**config.mk**
```make
export PLATFORM = sky130hd
export DESIGN_NAME = regfile_write_queue
export DESIGN_NICKNAME = d
export VERILOG_FILES = /design/src/rtl/regfile_write_queue.sv
export SDC_FILE = /design/constraint.sdc
export NUM_CORES = 1
export LEC_CHECK = 0
export BUFFER_PORTS_ARGS = -buffer_cell sky130_fd_sc_hd__buf_2
export CAP_MARGIN = 20
export CORE_ASPECT_RATIO = 1.5
export CORE_MARGIN = 2
export CORE_UTILIZATION = 43
export CTS_CLUSTER_SIZE = 30
export DETAILED_ROUTE_END_ITERATION = 10
export GPL_TIMING_DRIVEN = 0
export HOLD_SLACK_MARGIN = 0.12
export PLACE_DENSITY = 0.71
export SYNTH_ARGS = -nofsm -noshare
export SYNTH_HDL_FRONTEND = slang
export SYNTH_SLANG_ARGS = --single-unit
```
**constraint.sdc**
```tcl
create_clock -name clk_i -period 4.35 [get_ports clk_i]
set_clock_uncertainty 0.2 [all_clocks]
set_input_delay 0.87 -clock clk_i [delete_from_list [all_inputs] [get_ports clk_i]]
set_output_delay 0.87 -clock clk_i [all_outputs]
set_load 0.03 [all_outputs]
```
**src/rtl/regfile_write_queue.sv**
```systemverilog
// regfile_write_queue: in-order write-back queue feeding the register file write port, with decode forwarding
module regfile_write_queue #(
    parameter int DEPTH = 4,
    parameter int XLEN  = 32
) (
    input  logic                     clk_i,
    input  logic                     reset_i,
    input  logic                     alu_valid_i,
    input  logic [4:0]               alu_rd_i,
    input  logic [XLEN-1:0]          alu_data_i,
    output logic                     alu_ready_o,
    input  logic                     mem_valid_i,
    input  logic [4:0]               mem_rd_i,
    input  logic [XLEN-1:0]          mem_data_i,
    output logic                     mem_ready_o,
    input  logic                     wb_stall_i,
    output logic                     RegWrite_o,
    output logic [4:0]               Write_Register_o,
    output logic [XLEN-1:0]          Write_data_o,
    input  logic [4:0]               rs1_i,
    input  logic [4:0]               rs2_i,
    output logic                     fwd1_hit_o,
    output logic [XLEN-1:0]          fwd1_data_o,
    output logic                     fwd2_hit_o,
    output logic [XLEN-1:0]          fwd2_data_o,
    output logic [$clog2(DEPTH):0]   count_o
);
    localparam int AW = $clog2(DEPTH);
    localparam int CW = AW + 1;

    logic [4:0]      rd_q   [DEPTH];
    logic [XLEN-1:0] data_q [DEPTH];
    logic [AW-1:0]   rd_ptr_q, rd_ptr_d, wr_ptr_q, wr_ptr_d;
    logic [CW-1:0]   count_q, count_d;
    logic            pop, space, acc_mem, acc_alu, push;
    logic [4:0]      in_rd;
    logic [XLEN-1:0] in_data;

    // Drain, arbitration (loads win) and push decision; reset silences every handshake
    always_comb begin
        pop         = !reset_i && count_q != '0 && !wb_stall_i;
        space       = count_q < CW'(DEPTH) || pop;
        mem_ready_o = !reset_i && space;
        alu_ready_o = !reset_i && space && !mem_valid_i;
        acc_mem     = mem_valid_i && mem_ready_o;
        acc_alu     = alu_valid_i && alu_ready_o;
        in_rd       = acc_mem ? mem_rd_i : alu_rd_i;
        in_data     = acc_mem ? mem_data_i : alu_data_i;
        push        = (acc_mem || acc_alu) && in_rd != 5'd0;
        rd_ptr_d    = pop ? rd_ptr_q + AW'(1) : rd_ptr_q;
        wr_ptr_d    = push ? wr_ptr_q + AW'(1) : wr_ptr_q;
        count_d     = count_q + CW'(push) - CW'(pop);
    end

    // Register file port driven straight from the head entry
    always_comb begin
        RegWrite_o       = pop;
        Write_Register_o = (!reset_i && count_q != '0) ? rd_q[rd_ptr_q] : 5'd0;
        Write_data_o     = (!reset_i && count_q != '0) ? data_q[rd_ptr_q] : '0;
        count_o          = count_q;
    end

    // Forwarding: scan oldest to youngest so the youngest match overwrites earlier ones
    always_comb begin
        fwd1_hit_o  = 1'b0;
        fwd1_data_o = '0;
        fwd2_hit_o  = 1'b0;
        fwd2_data_o = '0;
        for (int i = 0; i < DEPTH; i++) begin
            if (CW'(i) < count_q && !reset_i) begin
                if (rs1_i != 5'd0 && rd_q[rd_ptr_q + AW'(i)] == rs1_i) begin
                    fwd1_hit_o  = 1'b1;
                    fwd1_data_o = data_q[rd_ptr_q + AW'(i)];
                end
                if (rs2_i != 5'd0 && rd_q[rd_ptr_q + AW'(i)] == rs2_i) begin
                    fwd2_hit_o  = 1'b1;
                    fwd2_data_o = data_q[rd_ptr_q + AW'(i)];
                end
            end
        end
    end

    // Pointers and occupancy; reset drops every queued entry
    always_ff @(posedge clk_i) begin
        if (reset_i) begin
            rd_ptr_q <= '0;
            wr_ptr_q <= '0;
            count_q  <= '0;
        end else begin
            rd_ptr_q <= rd_ptr_d;
            wr_ptr_q <= wr_ptr_d;
            count_q  <= count_d;
        end
    end

    // Entry storage needs no reset since occupancy gates every read
    always_ff @(posedge clk_i) begin
        if (push) begin
            rd_q[wr_ptr_q]   <= in_rd;
            data_q[wr_ptr_q] <= in_data;
        end
    end
endmodule

```
After elaboration in Yosys (flattened, before gate mapping)

Memory sizes are Yosys's and may differ from the RTL's. A register that Yosys moved wholly into a read port is not among the register bits.
Index checks and enable logic that the tools add are counted.

Order comparisons: 5
Reduce and logical (&&, ||, !) cells: 28
Shift-type cells: 0
Bitwise logic cells: 0
Multiplexer cells: 42
Add/sub/neg operators: 6
Multiply operators: 0
Eq/ne operators: 8
Div/mod/pow operators: 0

Operators by type and width:

| cell                | count |
|---|---|
| $mux 32             | 18 |
| $eq 5x5->1          | 8 |
| $logic_and 1x1->1   | 19 |
| $mux 1              | 18 |
| $reduce_bool 5->1   | 3 |
| $mux 5              | 2 |
| $mux 2              | 4 |
| $lt 1x3->1 const A  | 2 |
| $lt 2x3->1 const A  | 2 |
| $add 2x1->2 const B | 2 |
| $add 2x2->2 const B | 2 |
| $add 3x1->3         | 1 |
| $logic_not 1->1     | 3 |
| $lt 3x3->1 const B  | 1 |
| $reduce_bool 3->1   | 1 |
| $sub 3x1->3         | 1 |
| $logic_or 1x1->1    | 2 |

Word-level logic and storage cells: 94
Memory bits (read-only): 0
RAM bits: 148
Latch bits: 0
Memories kept: 2
Register bits after elaboration: 7
Output and inout port bits: 109

Memories:

| name   | depth | width | read ports | clocked after memory_dff | wr ports | line | RTL |
|---|---|---|---|---|---|---|---|
| data_q | 4     | 32    | 4          | 1                        | 1        | 32   | `logic [XLEN-1:0] data_q [DEPTH];` |
| rd_q   | 4     | 5     | 4          | 1                        | 1        | 31   | `logic [4:0] rd_q [DEPTH];` |

Logic depth before layout (Yosys ltp)

Word-level depth: 11
Gate-level depth with buffers: 13

Worst setup path after synthesis

OpenSTA, ideal clock, no wires.

Kind: in2out
From: input rs1_i[3]
To: output fwd1_data_o[10]
Path buffers: 3
Data required time: 3280 ps
Arrival: 3288 ps
Stages: 9
Path slack: -8 ps
Cells stage by stage: clkbuf_1 > nor4_1 > nor4b_4 > o21ai_2 > or3_1 > buf_2 > buf_2 > a31oi_1 > a211oi_1

Cells in the longest elaborated chain, start to end: 10

Ends and longest elaborated chain:

| item                                            | line | RTL |
|---|---|---|
| start: declaration                              | 20   | `input logic [4:0] rs1_i,` |
| $eq 5x5->1 or $reduce_bool 5->1 (tied branches) | 71   | `if (rs1_i != 5'd0 && rd_q[rd_ptr_q + AW'(i)] == rs1_i) begin` |
| $logic_and 1x1->1                               | 71   |  |
| $mux 32                                         | 71   |  |
| $mux 32                                         | 70   | `if (CW'(i) < count_q && !reset_i) begin` |
| $mux 32                                         | 71   |  |
| $mux 32                                         | 70   |  |
| $mux 32                                         | 71   |  |
| $mux 32                                         | 70   |  |
| $mux 32                                         | 71   |  |
| $mux 32 *                                       | 70   |  |
| end: declaration                                | 23   | `output logic [XLEN-1:0] fwd1_data_o,` |

Every way passes the cells marked *; elsewhere a longest branch is shown, timed or not.

Worst setup path in the final report

From: register rd_ptr_q[0]
To: output fwd1_data_o[30]

Cells in the longest elaborated chain, start to end: 10

Ends and longest elaborated chain:

| item                     | line   | RTL |
|---|---|---|
| start: declaration       | 33     | `logic [AW-1:0] rd_ptr_q, rd_ptr_d, wr_ptr_q, wr_ptr_d;` |
| start signal: assignment | 90     | `rd_ptr_q <= rd_ptr_d;` |
| $add 2x1->2              | 71, 73 |  |
| $mem_v2 4x5              | n/a    |  |
| $eq 5x5->1               | 71     |  |
| $logic_and 1x1->1        | 71     |  |
| $mux 32                  | 71     |  |
| $mux 32                  | 70     |  |
| $mux 32                  | 71     |  |
| $mux 32                  | 70     |  |
| $mux 32                  | 71     |  |
| $mux 32 *                | 70     |  |

Marked as above.

==> run metrics <==
DRT Pass-1 Iters=6; critical path's slowest cell=mux4_2; worst reg2reg path depth=13; final weighted congestion in routability-driven placement=0.974; RSZ-0062 raised after global routing=yes; post-synth cell types=50; period utilization=101%; asr flop ratio synth=0%; Synth Register Bits=157; P per Cell Area=roughly 370 nW/µm²; fmax=0.228 GHz; final slew viol count=0; Layout area overhead=27.7%; Avg Synthesized Cell Area=11.0 µm²; worst reg2reg path endpoint=count_o[2]$_SDFF_PP0_; largest net degree at the start of global routing=29; max incr delay on CP=0.56 ns; Worst EP arrival=between 3 and 4 ns; initial DRC count=approximately 1.4k; CTS max path bufs=2; Vias per Instance=around 6.7; Post-synth top flop=edfxtp_1; Hold EP=wr_ptr_q[1]$_SDFFE_PP0P_; Peak VDD IR=0.000437 V; gr usage total=~30%; DR vias=between 10k and 15k; Final Net Count=about 1.4k; Worst path depth=10; worst path required time=3.28 ns; Post-CTS Hold Fix Bufs=0; initial antenna violation count=0; Max-slew headroom=30.0%; # DRC=0; Setup crit end kind=output pin; synthesized area=12100 µm²; CP top delay family=multiplexers; final setup fails=7; PortBufs=186; hold path cells=2; Routed WL=45100 µm; Initial Util=43.6%; Tot Pwr=between 5 and 6 mW; startpoint types=flip-flop; ratio of cells with drive above 1 in the final layout=43.8%; Root Driver=clkbuf_16; die area=~30000 µm²; Sink Count=157; ANT cells=0; pre-CTS worst setup slack=-0.405 ns; Buf+Inv Stages, Crit Path=4; yosys warns=0; H-tree depth=4; Routed WL per cell=roughly 27 µm; core area=~28000 µm²; Num CTS Buffers=17; fillers=2295; Die Ht=around 210 µm; Tightest Hold Check Type=reg2reg; failing checks=negative setup slack; worst setup margin=-0.0380 ns; num ports=198; Reg2Reg Setup Slack=0.88 ns; cells after synthesis=roughly 1.1k; CTS tree=done; FP Rows=75; net count after synthesis=1201; crit path cell chain=buf_8 -> mux4_2 -> xnor2_2 -> o211ai_1 -> or3_1 -> buf_6 -> buf_12 -> mux2i_1 -> a211oi_2 -> buf_4; Worst-path clk slew=0.06 ns; RR Startpoint=count_o[2]$_SDFF_PP0_; Leakage Power=5.32 nW; first-pass GRT wire length=66300 µm; Tmin final=between 4 and 5 ns; Post-DRT Antenna Nets=0; DIE WIDTH=141 µm; Final Hold Fails=0; Max Fanout on Critical Path=10; sequential area share after synthesis=38.1%; post-DP HPWL=roughly 32000 µm; vias in the first global route=11.3k; Max-cap violations=0; EDFF count, synth=148; hold_sp=wr_ptr_q[1]$_SDFFE_PP0P_; Clock Latency Late Sink=0.44 ns; slew of the pin with the lowest slew margin=~1.0 ns; gr ovfl total=0; run status=complete, but fails checks; Crit Path Class=reg2out
-- metrics by stage --
stage | util, % | hold WS, ns | cell area [µm²] | setup TNS, ns | cells
2_1_floorplan | - | 0.269 | 12300 | 0 | 1103
3_3_place_gp | 48.9 | 0.286 | 13600 | -96.40 | 1635
3_5_place_dp | 49.2 | 0.295 | 13700 | -19.28 | 1640
4_1_cts | 53.8 | 0.304 | 15000 | -0.0278 | 1685
5_1_grt | 55.6 | 0.336 | 15500 | -1.23 | 1694
6_report | 55.6 | 0.304 | 15500 | -0.0963 | 1694
-- sequential cells by signal, summed over array words and instances, names as in the netlist, named ones only --
signal,flops
data_q,128
rd_ptr_q,2
rd_q,20
wr_ptr_q,2
count_o,3
-- cells in the final DEF, fill, tap and decap left out, types with 17 or more instances in the layout --
cell and count:
a211oi_2 24, a21oi_1 45, a311oi_1 28, a31oi_1 23, and2_1 39, buf_2 140
buf_4 104, buf_6 23, clkbuf_16 17, edfxtp_1 148, mux2_2 54, mux2i_1 93
mux4_2 85, nand2_1 49, nor2_1 119, nor3_1 43, nor3_2 23, nor4_1 18
xnor2_1 32
-- metal layers --
metal	GRT usage [%]	wire, µm
met5	0	0
met4	18.8	3320
met3	5.77	4310
met2	50.8	22400
met1	34.9	15100
-- power by group --
| group | total [mW] | switching [mW] | internal [mW] | leakage, nW |
|---|---|---|---|---|
| clock | 1.50 | 0.648 | 0.851 | 0.273 |
| sequential | 1.86 | 0.0753 | 1.78 | 1.42 |
| combinational | 2.31 | 1.45 | 0.866 | 3.62 |
-- Yosys cell counts, types with 8 or more instances --
cell | count | area (µm²)
a311oi_1 | 32 | 280
clkbuf_1 | 54 | 203
mux4_2 | 85 | 1910
and2_1 | 43 | 269
nor3_1 | 69 | 345
a21oi_1 | 45 | 225
ha_1 | 8 | 100
a211oi_1 | 33 | 248
a31oi_1 | 25 | 156
nand2_1 | 49 | 184
nor4_1 | 28 | 175
dfxtp_1 | 9 | 180
edfxtp_1 | 148 | 4440
mux2i_1 | 94 | 941
buf_4 | 11 | 82.6
inv_1 | 16 | 60.1
mux2_2 | 54 | 608
o31ai_1 | 31 | 233
buf_1 | 14 | 52.6
nor2_1 | 124 | 465
buf_2 | 31 | 155
nand4_1 | 8 | 50.1
nand3_1 | 9 | 45.0
xnor2_1 | 36 | 315
-- tightest hold or removal path, cell delays in order, from the launching register on --
cell and delay (ns):
dfxtp_1 0.34, nand2_1 0.06, a21oi_1 0.05
-- area by class of cell --
cell class | count | area [µm²] | share of cell area (%)
Clock buffer | 17 | 425 | 2.74
Tap cell | 346 | 433 | 2.79
Inverter | 16 | 60.1 | 0.387
Buffer | 108 | 772 | 4.98
Clock inverter | 15 | 164 | 1.06
Timing Repair Buffer | 218 | 1400 | 9.03
Sequential cell | 157 | 4630 | 29.9
Multi-Input combinational cell | 817 | 7620 | 49.2
-- kinds of logic after synthesis --
| group | after synthesis | share of synthesized area [%] |
|---|---|---|
| AO/OA/AOI/OAI | 183 | 10.4 |
| AND/OR/NAND/NOR | 351 | 14.1 |
| XOR/XNOR | 40 | 2.89 |
| buffers and inverters | 129 | 4.83 |
| flip-flops | 157 | 38.1 |
| adder cells (fa/ha/maj) | 9 | 0.990 |
| multiplexers | 234 | 28.7 |
-- how the worst max path moves through the flow --
stage                             startpoint                 endpoint
floorplan                           rs1_i[3]          fwd1_data_o[23]
global placement                     reset_i  data_q[2][10]$_DFFE_PP_
detailed placement                  rs1_i[3]          fwd1_data_o[15]
CTS                                flip-flop          fwd2_data_o[28]
global route        rd_ptr_q[0]$_SDFFE_PP0P_          fwd2_data_o[26]
finish              rd_ptr_q[0]$_SDFFE_PP0P_          fwd1_data_o[30]
-- what timing repair did --
| action | in CTS | in global routing |
|---|---|---|
| setup endpoints to repair | 66 | 66 |
| pin swaps | 26 | 36 |
| setup buffers | 17 | 7 |
| gates resized for setup | 183 | 127 |
| cloned | 0 | 1 |
Power figures use the tool's default switching activity.
